**src/rtl/conv33_pkg.sv**
```systemverilog
// Shared definitions for the conv33 window path: default geometry, counter sizing
// and the default-width 3x3 window type.
package conv33_pkg;

    localparam int DEF_DATA_WIDTH = 8;
    localparam int DEF_IMG_W      = 28;
    localparam int DEF_IMG_H      = 28;

    function automatic int cnt_w(input int n);
        return (n <= 2) ? 1 : $clog2(n);
    endfunction

    // Rows x cols, row 0 = oldest row, col 0 = leftmost.
    typedef logic [2:0][2:0][DEF_DATA_WIDTH-1:0] win_t;

endpackage

```
**src/rtl/conv33_line_buf.sv**
```systemverilog
// One image row of pixel storage: combinational read and synchronous write at the
// same column address. Contents are never cleared; row gating masks stale data.
module conv33_line_buf
    import conv33_pkg::*;
#(
    parameter int DATA_WIDTH = DEF_DATA_WIDTH,
    parameter int DEPTH      = DEF_IMG_W
) (
    input  logic                        clk,
    input  logic                        we,
    input  logic [cnt_w(DEPTH)-1:0]     addr,
    input  logic [DATA_WIDTH-1:0]       wdata,
    output logic [DATA_WIDTH-1:0]       rdata
);

    logic [DATA_WIDTH-1:0] mem [DEPTH];

    always_ff @(posedge clk) begin
        if (we) begin
            mem[addr] <= wdata;
        end
    end

    assign rdata = mem[addr];

endmodule

```
**src/rtl/conv33_window_gen.sv**
```systemverilog
// Streaming 3x3 window generator over a raster pixel stream with a ready/valid window
// output. Define CONV33_WIN_STRIDE2_EN to emit only stride-2 aligned windows.
module conv33_window_gen
    import conv33_pkg::*;
#(
    parameter int DATA_WIDTH = DEF_DATA_WIDTH,
    parameter int IMG_W      = DEF_IMG_W,
    parameter int IMG_H      = DEF_IMG_H
) (
    input  logic                  clk,
    input  logic                  rst,
    input  logic                  pix_valid,
    input  logic [DATA_WIDTH-1:0] pix_data,
    output logic                  pix_ready,
    output logic                  win_valid,
    input  logic                  win_ready,
    output logic [DATA_WIDTH-1:0] win_0_0,
    output logic [DATA_WIDTH-1:0] win_0_1,
    output logic [DATA_WIDTH-1:0] win_0_2,
    output logic [DATA_WIDTH-1:0] win_1_0,
    output logic [DATA_WIDTH-1:0] win_1_1,
    output logic [DATA_WIDTH-1:0] win_1_2,
    output logic [DATA_WIDTH-1:0] win_2_0,
    output logic [DATA_WIDTH-1:0] win_2_1,
    output logic [DATA_WIDTH-1:0] win_2_2,
    output logic                  win_last
);

    localparam int CW = cnt_w(IMG_W);
    localparam int RW = cnt_w(IMG_H);
`ifdef CONV33_WIN_STRIDE2_EN
    // Last window sits on the final even row/column at or below the image edge.
    localparam int LAST_R = ((IMG_H - 1) / 2) * 2;
    localparam int LAST_C = ((IMG_W - 1) / 2) * 2;
`else
    localparam int LAST_R = IMG_H - 1;
    localparam int LAST_C = IMG_W - 1;
`endif

    logic [CW-1:0]         col_cnt;
    logic [RW-1:0]         row_cnt;
    logic [DATA_WIDTH-1:0] lb0_rd;
    logic [DATA_WIDTH-1:0] lb1_rd;
    logic [DATA_WIDTH-1:0] win [3][3];
    logic                  accept;
    logic                  qualify;
    logic                  at_last;

    assign pix_ready = !(win_valid && !win_ready);
    assign accept    = pix_valid && pix_ready;

    always_comb begin
        qualify = (row_cnt >= RW'(2)) && (col_cnt >= CW'(2));
`ifdef CONV33_WIN_STRIDE2_EN
        qualify = qualify && !row_cnt[0] && !col_cnt[0];
`endif
        at_last = (row_cnt == RW'(LAST_R)) && (col_cnt == CW'(LAST_C));
    end

    // lb0 carries row r-1; its read value cascades into lb1 (row r-2).
    conv33_line_buf #(.DATA_WIDTH(DATA_WIDTH), .DEPTH(IMG_W)) u_lb0 (
        .clk   (clk),
        .we    (accept),
        .addr  (col_cnt),
        .wdata (pix_data),
        .rdata (lb0_rd)
    );

    conv33_line_buf #(.DATA_WIDTH(DATA_WIDTH), .DEPTH(IMG_W)) u_lb1 (
        .clk   (clk),
        .we    (accept),
        .addr  (col_cnt),
        .wdata (lb0_rd),
        .rdata (lb1_rd)
    );

    always_ff @(posedge clk) begin
        if (rst) begin
            col_cnt   <= '0;
            row_cnt   <= '0;
            win_valid <= 1'b0;
            win_last  <= 1'b0;
            for (int i = 0; i < 3; i++) begin
                for (int j = 0; j < 3; j++) begin
                    win[i][j] <= '0;
                end
            end
        end else if (accept) begin
            if (col_cnt == CW'(IMG_W - 1)) begin
                col_cnt <= '0;
                row_cnt <= (row_cnt == RW'(IMG_H - 1)) ? '0 : row_cnt + RW'(1);
            end else begin
                col_cnt <= col_cnt + CW'(1);
            end
            for (int i = 0; i < 3; i++) begin
                for (int j = 0; j < 2; j++) begin
                    win[i][j] <= win[i][j+1];
                end
            end
            win[0][2] <= lb1_rd;
            win[1][2] <= lb0_rd;
            win[2][2] <= pix_data;
            win_valid <= qualify;
            win_last  <= qualify && at_last;
        end else if (win_ready) begin
            win_valid <= 1'b0;
            win_last  <= 1'b0;
        end
    end

    assign win_0_0 = win[0][0];
    assign win_0_1 = win[0][1];
    assign win_0_2 = win[0][2];
    assign win_1_0 = win[1][0];
    assign win_1_1 = win[1][1];
    assign win_1_2 = win[1][2];
    assign win_2_0 = win[2][0];
    assign win_2_1 = win[2][1];
    assign win_2_2 = win[2][2];

endmodule

```
**config.mk**
```make
export PLATFORM = sky130hd
export DESIGN_NAME = conv33_window_gen
export DESIGN_NICKNAME = d
export VERILOG_FILES = /design/src/rtl/conv33_pkg.sv /design/src/rtl/conv33_line_buf.sv /design/src/rtl/conv33_window_gen.sv
export SDC_FILE = /design/constraint.sdc
export NUM_CORES = 1
export LEC_CHECK = 0
export ABC_CLOCK_PERIOD_IN_PS = 6500
export CAP_MARGIN = 15
export CORE_ASPECT_RATIO = 1.1
export CORE_MARGIN = 1.5
export CORE_UTILIZATION = 60
export CTS_CLUSTER_DIAMETER = 60
export DETAILED_ROUTE_END_ITERATION = 12
export PLACE_DENSITY = 0.79
export REMOVE_ABC_BUFFERS = 1
export SETUP_SLACK_MARGIN = 0.3
export SYNTH_ARGS = -nofsm -noshare
export SYNTH_HDL_FRONTEND = slang
export SYNTH_HIERARCHICAL = 1
export SYNTH_SLANG_ARGS = --single-unit
```
**constraint.sdc**
```tcl
create_clock -name clk -period 6.5 [get_ports clk]
set_clock_uncertainty 0.2 [all_clocks]
set_input_delay 0.65 -clock clk [delete_from_list [all_inputs] [get_ports clk]]
set_output_delay 0.65 -clock clk [all_outputs]
set_load 0.01 [all_outputs]
```
==> results of run 1 <==
-- cells in the final DEF, fill, tap and decap left out, drive strengths merged, types with 2 or more instances in the layout --
cell and count:
edfxtp 520, mux2i 90, clkdlybuf4s50 86, and2 78, clkbuf 74, mux4 68
nor2 51, nand2 48, nand4 25, a22oi 24, o21ai 24, nor3 22
buf 19, nor2b 16, clkinv 15, a221oi 12, dfxtp 12, inv 11
or3 9, nand3b 8, a21oi 7, or3b 6, o22ai 6, bufinv 5
nand3 5, nand2b 5, ha 4, nor3b 4, or4 2, mux2 2
and3b 2, a32oi 2, o31a 2, a2111oi 2, and4b 2
-- cell usage after synthesis, drive strengths merged, types with 4 or more instances --
library cell / count / area [sq um]
edfxtp: 520 / 15610
or3: 9 / 56.30
or3b: 6 / 52.55
nor2b: 16 / 100.1
o22ai: 6 / 37.54
o21ai: 24 / 120.1
inv: 9 / 33.78
nand2: 48 / 180.2
clkbuf: 22 / 82.58
and2: 78 / 488.0
a22oi: 24 / 180.2
buf: 39 / 269.0
mux4: 68 / 1531
nand4: 25 / 156.4
nand3: 5 / 30.03
mux2i: 90 / 900.9
ha: 4 / 50.05
nand2b: 5 / 33.78
nor3b: 4 / 40.03
a21oi: 7 / 35.03
a221oi: 12 / 105.1
nand3b: 8 / 60.06
nor3: 22 / 110.1
nor2: 51 / 191.4
dfxtp: 12 / 240.2
-- per-stage QoR --
stage	TNS, ns	cell area, sq um	setup slack [ns]
6_report	0	23830	2.787
5_1_grt	0	23830	2.425
4_1_cts	0	23700	2.701
3_5_place_dp	0	22080	2.477
3_3_place_gp	0	22080	2.653
2_1_floorplan	-241.35	20530	-0.8257
-- state kept, by name (all words and copies together), names as in the netlist --
| register | cells |
|---|---|
| u_lb0/mem | 224 |
| win_last | 1 |
| win | 72 |
| u_lb1/mem | 224 |
| win_valid | 1 |
| col_cnt | 5 |
| row_cnt | 5 |
-- layer usage --
layer  up-vias  part of all wire  global-route usage
met3        84             0.076             0.03863
met2       534              0.49              0.3902
met5         -                 0                   0
met4         0             0.029             0.08621
met1      5487              0.41              0.3297
li1       4710                 -                   -
-- worst max-delay path, cell delays in order, from the launching register on --
cell and delay [ns]:
dfxtp_4 0.95, buf_4 0.67, nand3_1 0.54, nor3_1 0.91
-- layout make-up --
class	instances	area [sq um]	share of cell area
Clock buffer	69	1375	0.05770
Inverter	9	33.78	0.001418
Timing Repair Buffer	110	1105	0.04636
Clock inverter	22	245.2	0.01029
Sequential cell	532	15860	0.6657
Multi-Input combinational cell	532	4659	0.1955
Tap cell	438	548.0	0.02300
-- kinds of logic after synthesis --
logic type / synth area share
buffers and inverters: 0.01846
AO/OA/AOI/OAI: 0.02792
multiplexers: 0.1176
flip-flops: 0.7593
adder cells (fa/ha/maj): 0.002397
AND/OR/NAND/NOR: 0.07436
-- worst min path at each step --
stage | end | slack (ns) | from | cells after the start
finish | win_last | 0.28 | win_last | 1
global route | win_last | 0.31 | win_last | 1
CTS | win_last | 0.28 | win_last | 1
detailed placement | win_last | 0.26 | win_last | 1
global placement | win_last | 0.25 | win_last | 1
floorplan | row_cnt[1] | 0.27 | row_cnt[1] | 2
-- power groups by stage --
stage / registers, uW / clock network [uW] / logic, uW
after detailed placement: 3970 / 0 / 410
after floorplan: 4000 / 0 / 209
after global placement: 3970 / 0 / 400
after global routing: 3900 / 3040 / 449
final: 3890 / 2880 / 421
after CTS: 3900 / 2910 / 411
==> flow_metrics.env, run 1 <==
export IMPL_dp_cells=1610
export IMPL_crit_type="register to register"
export IMPL_worstSetupStartpoint="col_cnt[0]"
export IMPL_ys_types=46
export IMPL_rows=71
export IMPL_synth_seq_cells=532
export IMPL_final_hold_viol_count=0
export IMPL_clock_power_share=0.401
export IMPL_end_kind="register"
export IMPL_hp_class="register to register"
export IMPL_numCtsBuffers=51
export IMPL_p_sw_frac=0.2061
export IMPL_wirelength_um=42120
export IMPL_syn_cell_area_sq_mm=0.02088
export IMPL_grt_pass1_vias=10631
export IMPL_cts_tree="yes"
export IMPL_groute_usage_overall=0.2383
export IMPL_worst_r2r_path_depth=3
export IMPL_gp_congestion=0.8650
export IMPL_drc=0
export IMPL_cp_arrival_ns=3.69
export IMPL_rsz0062_at_grt="no"
export IMPL_fp_dieH_um=198.7
export IMPL_grt_pass1_wl_um=63490
export IMPL_r2r_setup_slack_ns=2.79
export IMPL_pwr_share_comb=0.059
export IMPL_diodes=0
export IMPL_cp_endpoint="u_lb1/mem[27][1]"
export IMPL_nets=1252
export IMPL_holdWs_ns=0.2752
export IMPL_vias_per_cell=6.317
export IMPL_slew_headroom=0.2101
export IMPL_dp_hpwl_um=25110
export IMPL_cts_sinks=532
export IMPL_fillerInstances=2072
export IMPL_fmax_ghz=0.2693
export IMPL_synth_flop_cell="edfxtp_1"
export IMPL_fin_crit_sh=0.5712
export IMPL_cts_max_path_buffers=3
export IMPL_peakVddDrop_v=0.0002647
export IMPL_status="finished clean"
export IMPL_crit_required_ns=6.48
export IMPL_ioPinCount=87
export IMPL_finalCoreUtilization=0.6968
export IMPL_p_switching_uw=1483
export IMPL_first_pass_iters=5
export IMPL_ctsHtreeMaxLevel=2
export IMPL_area_growth_pct=14.12
export IMPL_start_kind="register"
export IMPL_path_clk_slew_ns=0.06
export IMPL_vias=10815
export IMPL_core_area_sq_mm=0.03420
export IMPL_antenna_left=0
export IMPL_power_density_mw_per_mm2=302.0
export IMPL_dieWidth_um=180.9
export IMPL_synthCells=1134
export IMPL_pwr_share_seq=0.541
export IMPL_maxCapViolations=0
export IMPL_portBuffers=86
export IMPL_p_int_uw=5714
export IMPL_seq_area_frac_synth=0.7593
export IMPL_synth_edf_count=520
export IMPL_r2r_start="col_cnt[0]"
export IMPL_root_buffer="clkbuf_16"
export IMPL_slew_viol_final=0
export IMPL_postCtsHoldBufs=0
export IMPL_power_uw=7197
export IMPL_ctsResizeCount=0
export IMPL_critPathMaxFanout=56
export IMPL_final_setup_viol_count=0
export IMPL_yosysWarningCount=6
export IMPL_dieArea_sq_mm=0.03593
export IMPL_post_cts_setup_buffers=0
export IMPL_leakagePower_uw=0.007549
export IMPL_drive_gt1_frac=0.1366
export IMPL_wl_per_cell_um=24.60
export IMPL_start_util=0.6105
export IMPL_drtIter0Drc=1295
export IMPL_final_cells=1712
export IMPL_worstMarginPinSlew_ns=1.181
export IMPL_antenna_found_initial=0
export IMPL_synth_area_per_cell_sq_um=18.41
export IMPL_grt_overflow_total=0
export IMPL_grt_max_degree=114
export IMPL_period_minus_slack_ns=3.713
export IMPL_async_flop_share=0
export IMPL_clock_latency_ns=0.57
export IMPL_worstReg2RegEnd="u_lb1/mem[27][1]"
No activity file was read; power rests on OpenSTA's default activity.
==> run 2, diff against run 1 <==
- ABC_CLOCK_PERIOD_IN_PS: 6500 -> 3200
- CORE_UTILIZATION: 60 -> 54
- PLACE_DENSITY: 0.79 -> 0.75
- clock period: 6.5 -> 3.2 ns (I/O delays scaled with it)
==> flow_metrics.env, run 2 (synthesis gave the netlist of run 1 again) <==
export IMPL_status="finished clean"
export IMPL_dp_hpwl_um=27110
export IMPL_antenna_left=0
export IMPL_grt_overflow_total=0
export IMPL_crit_type="register to register"
export IMPL_end_kind="register"
export IMPL_drc=0
export IMPL_slew_viol_final=0
export IMPL_ioPinCount=87
export IMPL_fp_dieH_um=209.2
export IMPL_r2r_start="col_cnt[3]"
export IMPL_final_common_cell="edfxtp_1"
export IMPL_root_buffer="clkbuf_16"
export IMPL_r2r_setup_slack_ns=0.42
export IMPL_place_area_sq_mm=0.02289
export IMPL_worstReg2RegEnd="u_lb1/mem[18][1]"
export IMPL_period_minus_slack_ns=2.784
export IMPL_diodes=0
export IMPL_antenna_found_initial=0
export IMPL_cp_arrival_ns=2.96
export IMPL_worst_r2r_path_depth=5
export IMPL_peakVddDrop_v=0.0007591
export IMPL_area_growth_pct=18.37
export IMPL_wl_per_cell_um=23.20
export IMPL_wirelength_um=43080
export IMPL_power_density_mw_per_mm2=608.7
export IMPL_fmax_ghz=0.3592
export IMPL_final_area_sq_mm=0.02472
export IMPL_cts_tree="yes"
export IMPL_drive_gt1_frac=0.1945
export IMPL_final_hold_viol_count=0
export IMPL_vias_per_cell=5.866
export IMPL_gp_congestion=0.8046
export IMPL_crit_required_ns=3.37
export IMPL_vias=10893
export IMPL_cts_sinks=532
export IMPL_fin_crit_sh=0.8699
export IMPL_wl_met1_um=16830
export IMPL_critPathMaxFanout=28
export IMPL_rsz0062_at_grt="no"
export IMPL_core_area_sq_mm=0.03810
export IMPL_nets=1332
export IMPL_rows=75
export IMPL_hp_start="win_last"
export IMPL_min_path_cells=1
export IMPL_cts_max_path_buffers=3
export IMPL_ctsHtreeMaxLevel=2
export IMPL_whs_endpoint="win_last"
export IMPL_numCtsBuffers=52
export IMPL_leakagePower_uw=0.008035
export IMPL_portBuffers=86
export IMPL_grt_pass1_vias=11175
export IMPL_top_layer="met4"
export IMPL_grt_max_degree=51
export IMPL_hp_class="register to register"
export IMPL_worstMarginPinSlew_ns=1.022
export IMPL_first_pass_iters=5
export IMPL_maxCapViolations=0
export IMPL_start_kind="register"
export IMPL_start_util=0.5481
export IMPL_layout_common_cells="520 x edfxtp_1, 94 x buf_4, 90 x mux2i_1, 86 x clkdlybuf4s50_1, 78 x and2_1"
export IMPL_clock_latency_ns=0.60
export IMPL_drtIter0Drc=1005
export IMPL_grt_pass1_wl_um=65940
export IMPL_path_clk_slew_ns=0.06
export IMPL_final_setup_viol_count=0
export IMPL_holdWs_ns=0.2819
export IMPL_slew_headroom=0.3166
export IMPL_routed_wl_met3_um=2693
export IMPL_dieWidth_um=190.5
export IMPL_dieArea_sq_mm=0.03986
export IMPL_largestRegisters="u_lb0/mem x224, u_lb1/mem x224, win x72"
export IMPL_groute_usage_overall=0.2215
export IMPL_routed_wl_met2_um=22200
-- run 2: changes by cell type in the layout (fill, tap and decap cells not counted), sizes merged --
cell and delta:
buf +84, bufinv +3, clkbuf -15, clkinv +7, clkinvlp +5, inv -1
-- run 2: layer usage --
| layer | global-route usage | vias to the layer above |
|---|---|---|
| met5 | 0 | - |
| met4 | 0.08010 | 0 |
| met3 | 0.03997 | 77 |
| met2 | 0.3784 | 443 |
| met1 | 0.2848 | 5500 |
| li1 | - | 4873 |
-- run 2: stage by stage --
stage                     power [uW]  utilization  instances   TNS, ns  worst slack (ns)
after global placement          8917       0.6008       1760         0            0.3958
after floorplan                 8548            -       1073  -2450.85            -4.126
after CTS                      15130       0.6473       1855         0            0.3409
after global routing           15470       0.6487       1857         0            0.3011
after detailed placement        8941       0.6008       1760         0            0.3725
final                          15040       0.6487       1857         0            0.4162
-- run 2: worst max-delay path by stage --
stage                     from  slack, ns          endpoint
floorplan           col_cnt[1]      -4.13        win[0][31]
global placement     win_ready       0.40  u_lb0/mem[24][6]
detailed placement  col_cnt[1]       0.37  u_lb1/mem[27][7]
CTS                 col_cnt[1]       0.34  u_lb1/mem[16][7]
global route        col_cnt[3]       0.30         win[0][1]
finish              col_cnt[3]       0.42  u_lb1/mem[18][1]
-- run 2: layout make-up --
class / count / area (sq um)
clock inverter: 36 / 420.4
fill: 2513 / 13380
tap: 500 / 625.6
sequential: 532 / 15870
inverter: 9 / 33.78
multi-input combinational: 532 / 4661
clock buffer: 59 / 1349
timing repair buffer: 189 / 1762
-- run 2: timing repair --
item	4_1_cts	5_1_grt
buffers inserted	0	2
hold buffers	0	0
endpoints found under the setup margin	0	35
gates resized for setup	0	1
-- run 2: worst max-delay path, stage by stage, from the launching register on --
cell     delay (ns)
dfxtp_1        0.77
or3b_1         0.54
o22ai_1        0.30
nor3b_1        0.10
o21ai_2        0.28
buf_4          0.36
-- run 2: power breakdown --
group / switching [uW] / internal [uW]
Clock: 2550 / 3690
Sequential: 58.9 / 7830
Combinational: 515 / 396
